### config.mk
export PLATFORM = sky130hd
export DESIGN_NAME = imply_seq
export DESIGN_NICKNAME = d
export VERILOG_FILES = /design/src/rtl/imply_pkg.sv /design/src/rtl/imply_chunk.sv /design/src/rtl/imply_seq.sv
export SDC_FILE = /design/constraint.sdc
export NUM_CORES = 1
export LEC_CHECK = 0
export ABC_AREA = 1
export CAP_MARGIN = 20
export CORE_MARGIN = 10
export CORE_UTILIZATION = 58
export CTS_BUF_LIST = sky130_fd_sc_hd__clkbuf_4 sky130_fd_sc_hd__clkbuf_8
export CTS_CLUSTER_SIZE = 28
export DETAILED_ROUTE_END_ITERATION = 8
export PLACE_DENSITY = 0.88
export SKIP_CTS_REPAIR_TIMING = 1
export SYNTH_ARGS = -nofsm -noshare
export SYNTH_HDL_FRONTEND = slang
export SYNTH_SLANG_ARGS = --single-unit
### constraint.sdc
create_clock -name clk -period 8.51 [get_ports clk]
set_input_delay 0.851 -clock clk [delete_from_list [all_inputs] [get_ports clk]]
set_output_delay 0.851 -clock clk [all_outputs]
set_load 0.1 [all_outputs]
### src/rtl/imply_pkg.sv
// Shared definitions for the sequential LUT implication block: ternary pin
// encoding, pin-field helpers and the controller state encoding.
package imply_pkg;

    // Each LUT pin is a two-bit ternary field.
    localparam int unsigned PIN_W = 2;

    localparam logic [PIN_W-1:0] PIN_ZERO    = 2'b00;
    localparam logic [PIN_W-1:0] PIN_ONE     = 2'b10;
    localparam logic [PIN_W-1:0] PIN_UNKNOWN = 2'b11;

    typedef enum logic [1:0] {
        StIdle,
        StScan,
        StDone
    } state_e;

    // Bit 0 clear means the pin carries a value; 01 therefore reads as UNKNOWN.
    function automatic logic pin_known(input logic [PIN_W-1:0] pin);
        return ~pin[0];
    endfunction

    // Value of a known pin lives in the upper bit.
    function automatic logic pin_value(input logic [PIN_W-1:0] pin);
        return pin[1];
    endfunction

endpackage

### src/rtl/imply_chunk.sv
// Combinational evaluation of one truth-table slice: finds which addresses in
// the slice agree with the current pin assignment and which values each pin
// takes across those addresses.
module imply_chunk
    import imply_pkg::*;
#(
    parameter int unsigned LUT_SIZE   = 8,
    parameter int unsigned CHUNK_BITS = 32
) (
    input  logic [PIN_W*(LUT_SIZE+1)-1:0] pins,
    input  logic [CHUNK_BITS-1:0]         tt_slice,
    input  logic [LUT_SIZE-1:0]           base,
    output logic                          any_compat,
    output logic [LUT_SIZE:0]             seen0,
    output logic [LUT_SIZE:0]             seen1
);

    logic [LUT_SIZE-1:0] addr;
    logic                compat;

    // Walk every address of the slice; index LUT_SIZE of seen0/seen1 is the output pin.
    always_comb begin
        any_compat = 1'b0;
        seen0      = '0;
        seen1      = '0;
        addr       = '0;
        compat     = 1'b0;
        for (int j = 0; j < CHUNK_BITS; j++) begin
            addr   = base + LUT_SIZE'(j);
            compat = 1'b1;
            for (int i = 0; i < LUT_SIZE; i++) begin
                if (pin_known(pins[PIN_W*i +: PIN_W]) &&
                    (pin_value(pins[PIN_W*i +: PIN_W]) != addr[i])) begin
                    compat = 1'b0;
                end
            end
            if (pin_known(pins[PIN_W*LUT_SIZE +: PIN_W]) &&
                (pin_value(pins[PIN_W*LUT_SIZE +: PIN_W]) != tt_slice[j])) begin
                compat = 1'b0;
            end
            if (compat) begin
                any_compat = 1'b1;
                for (int i = 0; i < LUT_SIZE; i++) begin
                    if (addr[i]) seen1[i] = 1'b1;
                    else         seen0[i] = 1'b1;
                end
                if (tt_slice[j]) seen1[LUT_SIZE] = 1'b1;
                else             seen0[LUT_SIZE] = 1'b1;
            end
        end
    end

endmodule

### src/rtl/imply_seq.sv
// Sequential LUT implication: accepts one job, scans the truth table a chunk
// per cycle, then presents implied pins with conflict/changed flags until the
// consumer takes them.
module imply_seq
    import imply_pkg::*;
#(
    parameter int unsigned LUT_SIZE   = 8,
    parameter int unsigned CHUNK_BITS = 32,
    parameter int unsigned TAG_W      = 8
) (
    input  logic                          clk,
    input  logic                          reset,
    input  logic                          in_valid,
    output logic                          in_ready,
    input  logic [PIN_W*(LUT_SIZE+1)-1:0] in_pins,
    input  logic [(2**LUT_SIZE)-1:0]      in_tt,
    input  logic [TAG_W-1:0]              in_tag,
    output logic                          out_valid,
    input  logic                          out_ready,
    output logic [PIN_W*(LUT_SIZE+1)-1:0] out_pins,
    output logic                          out_conflict,
    output logic                          out_changed,
    output logic [TAG_W-1:0]              out_tag
);

    localparam int unsigned PINS_W      = PIN_W * (LUT_SIZE + 1);
    localparam int unsigned TT_W        = 2 ** LUT_SIZE;
    localparam int unsigned NUM_CHUNKS  = TT_W / CHUNK_BITS;
    localparam int unsigned CNT_W       = (NUM_CHUNKS > 1) ? $clog2(NUM_CHUNKS) : 1;
    localparam int unsigned CHUNK_SHIFT = $clog2(CHUNK_BITS);

    state_e              state_q, state_d;
    logic [CNT_W-1:0]    chunk_q;
    logic [PINS_W-1:0]   pins_q;
    logic [TT_W-1:0]     tt_q;
    logic [TAG_W-1:0]    tag_q;
    logic                any_q;
    logic [LUT_SIZE:0]   seen0_q, seen1_q;
    logic [PINS_W-1:0]   out_pins_q;
    logic                out_conflict_q, out_changed_q;
    logic [TAG_W-1:0]    out_tag_q;

    logic                accept, last_chunk;
    logic [LUT_SIZE-1:0] chunk_base;
    logic [CHUNK_BITS-1:0] tt_slice;
    logic                c_any;
    logic [LUT_SIZE:0]   c_seen0, c_seen1;
    logic                fin_any;
    logic [LUT_SIZE:0]   fin_seen0, fin_seen1;
    logic [PINS_W-1:0]   res_pins;
    logic                res_changed;
    logic [PIN_W-1:0]    res_field;

    assign accept     = (state_q == StIdle) && in_valid;
    assign last_chunk = (state_q == StScan) && (chunk_q == CNT_W'(NUM_CHUNKS - 1));
    assign chunk_base = LUT_SIZE'(chunk_q) << CHUNK_SHIFT;
    assign tt_slice   = tt_q[chunk_base +: CHUNK_BITS];

    imply_chunk #(
        .LUT_SIZE   (LUT_SIZE),
        .CHUNK_BITS (CHUNK_BITS)
    ) u_chunk (
        .pins       (pins_q),
        .tt_slice   (tt_slice),
        .base       (chunk_base),
        .any_compat (c_any),
        .seen0      (c_seen0),
        .seen1      (c_seen1)
    );

    // State register.
    always_ff @(posedge clk) begin
        if (reset) state_q <= StIdle;
        else       state_q <= state_d;
    end

    // Next-state logic: idle -> scan on accept, scan -> done after last chunk, done -> idle on take.
    always_comb begin
        state_d = state_q;
        unique case (state_q)
            StIdle:  if (in_valid)   state_d = StScan;
            StScan:  if (last_chunk) state_d = StDone;
            StDone:  if (out_ready)  state_d = StIdle;
            default:                 state_d = StIdle;
        endcase
    end

    // Result formatting; folds in the current chunk so the last chunk needs no extra cycle.
    always_comb begin
        fin_any     = any_q | c_any;
        fin_seen0   = seen0_q | c_seen0;
        fin_seen1   = seen1_q | c_seen1;
        res_pins    = pins_q;
        res_changed = 1'b0;
        res_field   = '0;
        if (fin_any) begin
            for (int p = 0; p <= LUT_SIZE; p++) begin
                res_field = pins_q[PIN_W*p +: PIN_W];
                if (!pin_known(res_field)) begin
                    if (fin_seen1[p] && !fin_seen0[p]) begin
                        res_pins[PIN_W*p +: PIN_W] = PIN_ONE;
                        res_changed = 1'b1;
                    end else if (fin_seen0[p] && !fin_seen1[p]) begin
                        res_pins[PIN_W*p +: PIN_W] = PIN_ZERO;
                        res_changed = 1'b1;
                    end else begin
                        res_pins[PIN_W*p +: PIN_W] = PIN_UNKNOWN;
                    end
                end
            end
        end
    end

    // Job latches, chunk counter, accumulators and registered results.
    always_ff @(posedge clk) begin
        if (reset) begin
            chunk_q        <= '0;
            pins_q         <= '1;
            tt_q           <= '0;
            tag_q          <= '0;
            any_q          <= 1'b0;
            seen0_q        <= '0;
            seen1_q        <= '0;
            out_pins_q     <= '1;
            out_conflict_q <= 1'b0;
            out_changed_q  <= 1'b0;
            out_tag_q      <= '0;
        end else if (accept) begin
            pins_q  <= in_pins;
            tt_q    <= in_tt;
            tag_q   <= in_tag;
            chunk_q <= '0;
            any_q   <= 1'b0;
            seen0_q <= '0;
            seen1_q <= '0;
        end else if (state_q == StScan) begin
            any_q   <= fin_any;
            seen0_q <= fin_seen0;
            seen1_q <= fin_seen1;
            if (last_chunk) begin
                out_pins_q     <= res_pins;
                out_conflict_q <= ~fin_any;
                out_changed_q  <= res_changed;
                out_tag_q      <= tag_q;
            end else begin
                chunk_q <= chunk_q + CNT_W'(1);
            end
        end
    end

    assign in_ready     = (state_q == StIdle);
    assign out_valid    = (state_q == StDone);
    assign out_pins     = out_pins_q;
    assign out_conflict = out_conflict_q;
    assign out_changed  = out_changed_q;
    assign out_tag      = out_tag_q;

endmodule

==> run_results.csv, run 1 <==
group,metric,value,unit
floorplan,die-area,0.0356,sq mm
worst_setup_path,cpPeakStageDelay,0.90,ns
synthesis,synth_flop_cell,"dfxtp_1",
clock_tree,cts_buffer_depth,3,
sta,setup_violations,0,
floorplan,die_y,189,um
clock_tree,cts_buffers,52,
synthesis,synth_top_family_by_area,"simple AND/OR/NAND/NOR gates",
synthesis,synth-xor-area-share,0,
global_route,gr-total-overflow,0,
floorplan,core_area,0.0279,sq mm
drt,drt-vias-per-instance,5.83,
worst_setup_path,r2r_slack,2.91,ns
layout,drive_gt1_frac,0.0481,
synthesis,synthesis.nets,2805,
global_route,track_usage,0.347,
layout,synthToLayoutAreaGrowth,24.8,%
global_route,grt_pass1_vias,17491,
sta,slew_violations,0,
layout,multi_input_area,0.00811,sq mm
sta,slew_headroom,0.279,
pwr,p_seq_frac,0.421,
sta,fin_crit,5.60,ns
sta,fin_ws,2.91,ns
worst_setup_path,cpLargestDelayFamily,"simple AND/OR/NAND/NOR gates",
place,pre_cts_ws,3.22,ns
layout,nets,3023,
clock_tree,worst_skew_pair.late_latency,0.61,ns
synthesis,ys_types,37,
global_route,antenna_found_initial,2,
drt,post_drt_wl_per_cell,20.7,um
worst_setup_path,required,8.96,ns
min_path,hp-class,"flip-flop to flip-flop",
synthesis,syn_area,0.0165,sq mm
pwr,switching_share,0.324,
floorplan,start_util,0.590,
synthesis,synth-seq-area-share,0.406,
place,gp_congestion,1.02,
outcome,outcome,"finished clean",
global_route,grt_pass1_wl,98600,um
worst_setup_path,worst_setup_path_start_kind,"flip-flop",
synthesis,synthAdderAreaFrac,0.0205,
drt,drtAntennaViolNets,0,
layout,fill_cells,2012,
worst_setup_path,arrival,6.06,ns
sta,finalHoldViolCount,0,
synthesis,syn-instance-count,2492,
floorplan,pin_count,316,
worst_setup_path,worstSetupPathType,"flip-flop to flip-flop",
drt,vias,18221,
sta,finClkSkew,0.0337,ns
place,dp_hpwl,46500,um
layout,final_core_util,0.736,
worst_setup_path,end_kind,"flip-flop",
sta,rsz0062_at_grt,"false",
pwr,internal_power,2.81,mW
synthesis,synth-compound-area-share,0.187,
synthesis,synth.avg_cell_area,6.61,sq um
pwr,clock_power_share,0.343,
worst_setup_path,worst-path-max-fanout,98,
layout,regArea,0.00669,sq mm
drt,drt-initial-drc-count,2393,
clock_tree,clkSlewWorstSetupHoldPaths,0.06,ns
synthesis,ys_ff_latch,334,
synthesis,yosys_warnings,0,
synthesis,yosys.area_share.simple,0.284,
pwr,p_leak,8.68,nW
drt,finalWirelength,64500,um
clock_tree,cts-root-buf,"clkbuf_8",
clock_tree,clock_sinks,334,
place,numPortBuffers,315,
sta,fin_crit_sh,0.659,
run,cap_viol_max_count,0,
pwr,powerDensity,202,mW/mm^2
pwr,p_sw,1.35,mW
synthesis,synthMuxAreaShare,0,
clock_tree,h-tree-depth,2,
clock_tree,cts_tree,"yes",
drt,dr.pass1.iters,6,
sta,fmax,0.178,GHz
drt,drc_errors,0,
worst_setup_path,cpMostUsedCell,"nand2_1",
sta,worst_slew_pin_slew,1.08,ns
pwr,totalPowerFinal,4.15,mW
worst_setup_path,critPathBufInv,2,
worst_setup_path,worst_path_max_delay_cell,"dfxtp_4",
pwr,ir_drop,0.137,mV
synthesis,synth_edf_count,0,
floorplan,fp.dieW,189,um
floorplan,rows,61,
sta,finalSetupTns,0,ns
worst_setup_path,path_cells,"buf_4 > nor2_1 > nor2_1 > nand2_1 > nand3_1 > nand2_1 > nand2_1 > nand3_1 > nand2_1 > nand2_1 > nor2_1 > nand2_1 > nor2_4 > nand2_2 > a21oi_2 > inv_1 > ha_1 > o21ai_0 > a41oi_1 > nand2_1 > a21oi_1",
pwr,combPwrFrac,0.236,
synthesis,synthArstFlopShare,0,
global_route,grt_max_degree,263,
## power groups by stage
stage	clock, mW	sequential (mW)	combinational (mW)
6_report	1.42	1.75	0.979
5_1_grt	1.49	1.76	1.06
4_1_cts	1.42	1.75	0.955
3_5_place_dp	0	1.78	0.940
3_3_place_gp	0	1.77	0.928
2_1_floorplan	0	1.75	0.589
## flip-flops by register name (all words and copies together), names as in the netlist
name / flops
tt_q: 256
out_pins: 18
pins_q: 18
seen0_q: 9
seen1_q: 9
out_tag: 8
tag_q: 8
chunk_q: 3
state_q: 2
any_q: 1
out_changed: 1
out_conflict: 1
## cell type report
cell class                      count  share of cell area
Clock inverter                     10             0.00444
Timing Repair Buffer              334               0.162
Multi-Input combinational cell   1757               0.394
Tap cell                          378              0.0230
Inverter                          231              0.0425
Antenna cell                        1            0.000122
Sequential cell                   334               0.325
Clock buffer                       78              0.0488
## logic make-up (layout without fill, tap and decap cells)
group | count (synthesis) | count (layout)
compound gates | 590 | 590
flops | 334 | 334
fa+ha+maj | 27 | 27
other cells | 0 | 1
buf+inv | 401 | 653
simple gates | 1140 | 1140
## path summary, 6_finish.rpt
path,depth (start not counted),from,end
setup reg to reg,21,chunk_q[0],out_changed
hold reg to reg,2,tt_q[35],tt_q[35]
setup / recovery,21,chunk_q[0],out_changed
hold / removal,2,tt_q[35],tt_q[35]
## metal layers
metal | up-vias | global-route usage | wire length [um]
met3 | 163 | 0.0792 | 6470
met1 | 8444 | 0.443 | 26200
met2 | 1099 | 0.558 | 29400
met4 | 0 | 0.133 | 2450
met5 | - | 0 | 0
li1 | 8515 | - | -
## metrics by stage
| step | instances | area (sq um) | hold WS, ns |
|---|---|---|---|
| finish | 3123 | 20600 | 0.457 |
| global route | 3123 | 20600 | 0.468 |
| CTS | 3122 | 20600 | 0.457 |
| detailed placement | 3034 | 19500 | 0.447 |
| global placement | 3033 | 19400 | 0.440 |
| floorplan | 2492 | 16500 | 0.424 |
## cell usage in the layout (no fill, tap or decap), types with 2 or more instances in the layout
cell type,instances
clkdlybuf4s50_1,315
nor2_1,446
nand2_1,431
ha_1,27
o22ai_1,12
inv_1,222
clkinv_2,6
o21ai_0,342
clkbuf_8,67
clkinvlp_4,2
o211ai_1,24
nand3_1,224
inv_2,5
clkbuf_4,11
nor3b_1,3
clkinv_1,2
or2_2,2
nor2_4,2
nor3_1,3
a21oi_2,6
buf_4,17
a21oi_1,188
nand4_2,2
dfxtp_1,332
nor4_1,2
o21ai_1,11
nand4_1,20
o2111ai_1,2
## worst min-delay path, cell delays in order (launching register included)
cell and delay, ns:
dfxtp_1 0.30, inv_1 0.06, a21oi_1 0.05
## Yosys cell counts, types with 2 or more instances
master,n,share of area
nor4_1,2,0.00076
clkinv_1,2,0.00046
o211ai_1,24,0.011
nor3b_1,3,0.0014
nor2_1,446,0.10
dfxtp_1,334,0.41
nand4_1,20,0.0076
nor3_1,3,0.00091
o22ai_1,12,0.0046
buf_1,10,0.0023
inv_2,6,0.0014
inv_1,223,0.051
buf_4,5,0.0023
nand3_1,224,0.068
a21oi_2,6,0.0032
ha_1,27,0.020
clkbuf_1,108,0.025
o2111ai_1,2,0.0011
nand4_2,2,0.0015
nor2_4,2,0.0014
or2_2,2,0.00076
nand2_1,432,0.098
a21oi_1,188,0.057
buf_2,29,0.0088
buf_6,17,0.012
o21ai_1,11,0.0033
o21ai_0,342,0.10
No activity file was read; power rests on OpenSTA's default activity.
==> run 2: changes to the inputs <==
--- a/config.mk
+++ b/config.mk
@@ -8,11 +8,11 @@
 export ABC_AREA = 1
 export CAP_MARGIN = 20
 export CORE_MARGIN = 10
-export CORE_UTILIZATION = 58
+export CORE_UTILIZATION = 49
 export CTS_BUF_LIST = sky130_fd_sc_hd__clkbuf_4 sky130_fd_sc_hd__clkbuf_8
 export CTS_CLUSTER_SIZE = 28
 export DETAILED_ROUTE_END_ITERATION = 8
-export PLACE_DENSITY = 0.88
+export PLACE_DENSITY = 0.79
 export SKIP_CTS_REPAIR_TIMING = 1
 export SYNTH_ARGS = -nofsm -noshare
 export SYNTH_HDL_FRONTEND = slang
==> constraint.sdc (replaced) <==
create_clock -name clk -period 4.9 [get_ports clk]
set_input_delay 0.49 -clock clk [delete_from_list [all_inputs] [get_ports clk]]
set_output_delay 0.49 -clock clk [all_outputs]
set_load 0.1 [all_outputs]
==> run 2 against run 1 <==
  * Cell area rose by 0.99%
  * Non-clock buffer count rose by 11
  * Critical endpoint unchanged
  * Wire length fell by 2.9%
  * Maximum frequency rose by 30%
  * First-iteration DRC count fell by 23%
  * Combinational power rose by 74%
  * Count of clock-buffer cells in the layout rose by 3
==> run_results.csv, run 2 (synthesis results as in run 1) <==
group,metric,value,unit
worst_setup_path,crit_start,"chunk_q[2]",
clock_tree,worst_skew_pair.late_latency,0.57,ns
drt,finalWirelength,62700,um
outcome,outcome,"finished clean",
place,numPortBuffers,315,
layout,final_cell_mix,"nor2_1, nand2_1, o21ai_0",
layout,nets,3036,
drt,vias,17522,
floorplan,fp.dieW,203,um
floorplan,die-area,0.0414,sq mm
clock_tree,cts-root-buf,"clkbuf_8",
sta,slew_violations,0,
sta,fmax,0.231,GHz
sta,finClkSkew,0.0122,ns
pwr,ir_drop,0.235,mV
worst_setup_path,worst-path-max-fanout,16,
clock_tree,h-tree-depth,2,
pwr,p_leak,8.74,nW
layout,fill_cells,3048,
worst_setup_path,arrival,4.77,ns
place,gp_congestion,1.03,
floorplan,pin_count,316,
layout,synthToLayoutAreaGrowth,26.0,%
clock_tree,clkSlewWorstSetupHoldPaths,0.06,ns
global_route,grt_pass1_vias,16913,
global_route,grt_max_degree,292,
global_route,antenna_found_initial,4,
layout,largest_reg_flops,256,
run,cap_viol_max_count,0,
worst_setup_path,crit_path_end,"out_changed",
global_route,track_usage,0.293,
sta,setup_violations,0,
drt,drc_errors,0,
drt,dr.pass1.iters,7,
sta,finalHoldViolCount,0,
worst_setup_path,reg2reg_to,"out_changed",
clock_tree,cts_buffers,54,
worst_setup_path,worstRegToRegCells,21,
floorplan,start_util,0.494,
sta,rsz0062_at_grt,"false",
layout,drive_gt1_frac,0.0533,
sta,finalSetupTns,0,ns
layout,final_core_util,0.623,
min_path,hp-class,"flip-flop to flip-flop",
drt,drt-initial-drc-count,1837,
clock_tree,cts_buffer_depth,3,
drt,post_drt_wl_per_cell,19.5,um
clock_tree,clock_sinks,334,
drt,drtAntennaViolNets,0,
layout,regMostFlops,"tt_q",
floorplan,die_y,203,um
sta,hold-worst-slack,0.453,ns
sta,slew_headroom,0.308,
sta,worst_slew_pin_slew,1.03,ns
floorplan,core_area,0.0334,sq mm
pwr,powerDensity,344,mW/mm^2
layout,final_common_cell,"nor2_1",
worst_setup_path,timing.rr.start,"chunk_q[2]",
sta,fin_crit,4.32,ns
place,dp_hpwl,47100,um
worst_setup_path,worst_setup_path_start_kind,"flip-flop",
worst_setup_path,end_kind,"flip-flop",
worst_setup_path,r2r_slack,0.58,ns
global_route,gr-total-overflow,0,
floorplan,rows,67,
clock_tree,cts_tree,"yes",
drt,drt-vias-per-instance,5.46,
sta,fin_crit_sh,0.882,
global_route,grt_pass1_wl,96400,um
worst_setup_path,required,5.35,ns
worst_setup_path,worstSetupPathType,"flip-flop to flip-flop",
## run 2: layout make-up
type | instances | area (sq um) | area share
Antenna cell | 4 | 10.0 | 0.000482
Clock buffer | 81 | 1030 | 0.0497
Tap cell | 448 | 561 | 0.0270
Sequential cell | 334 | 6690 | 0.322
Clock inverter | 11 | 58.8 | 0.00283
Multi-Input combinational cell | 1757 | 8110 | 0.390
Inverter | 231 | 875 | 0.0421
Timing Repair Buffer | 345 | 3440 | 0.166
## run 2: worst max-delay path, cell delays in order, from the launching register on
cell and delay (ns):
dfxtp_1 0.34, clkinv_1 0.53, buf_4 0.40, nand3_1 0.19, nand2_1 0.15, nand2_1 0.08
nand3_1 0.11, nand2_1 0.16, nand2_1 0.10, nor2_1 0.23, nand2_1 0.15, nor2_4 0.31
nand2_2 0.23, a21oi_2 0.23, inv_1 0.09, ha_1 0.20, o21ai_0 0.18, nand4_1 0.11
nor2_1 0.11, a41oi_1 0.12, nand2_1 0.09, a21oi_1 0.06
## run 2: worst min-delay path by stage
| stage | cells after the start | from | to | slack, ns |
|---|---|---|---|---|
| floorplan | 2 | tt_q[62] | tt_q[62] | 0.42 |
| global placement | 2 | tt_q[178] | tt_q[178] | 0.44 |
| detailed placement | 2 | tt_q[122] | tt_q[122] | 0.45 |
| CTS | 2 | tt_q[122] | tt_q[122] | 0.45 |
| global route | 3 | in_pins[1] | pins_q[1] | 0.47 |
| finish | 2 | tt_q[68] | tt_q[68] | 0.45 |
## run 2: where the power goes
group / internal, mW / switching (mW) / total, mW
logic: 0.607 / 1.09 / 1.70
registers: 2.92 / 0.0947 / 3.02
clock network: 1.34 / 1.08 / 2.42
## run 2: per-layer routing
metal,track usage,part of all wire
met3,0.0582,0.077
met4,0.0943,0.027
met1,0.392,0.44
met2,0.465,0.45
met5,0,0
## run 2: through the flow
stage          power [mW]  worst slack, ns  instances  cell area (sq um)
3_3_place_gp         4.72            0.834       3115              19700
5_1_grt              7.48            0.319       3211              20800
2_1_floorplan        4.06             1.81       2492              16500
6_report             7.14            0.579       3211              20800
4_1_cts              7.14            0.682       3207              20800
3_5_place_dp         4.73            0.675       3115              19700
==> run 3: changes to the inputs <==
--- a/config.mk
+++ b/config.mk
@@ -14,6 +14,7 @@
 export DETAILED_ROUTE_END_ITERATION = 8
 export PLACE_DENSITY = 0.79
 export SKIP_CTS_REPAIR_TIMING = 1
+export SKIP_LAST_GASP = 1
 export SYNTH_ARGS = -nofsm -noshare
 export SYNTH_HDL_FRONTEND = slang
 export SYNTH_SLANG_ARGS = --single-unit
==> results of run 3 <==
Same layout as run 2: the final DEF is identical, and so are final timing and power.
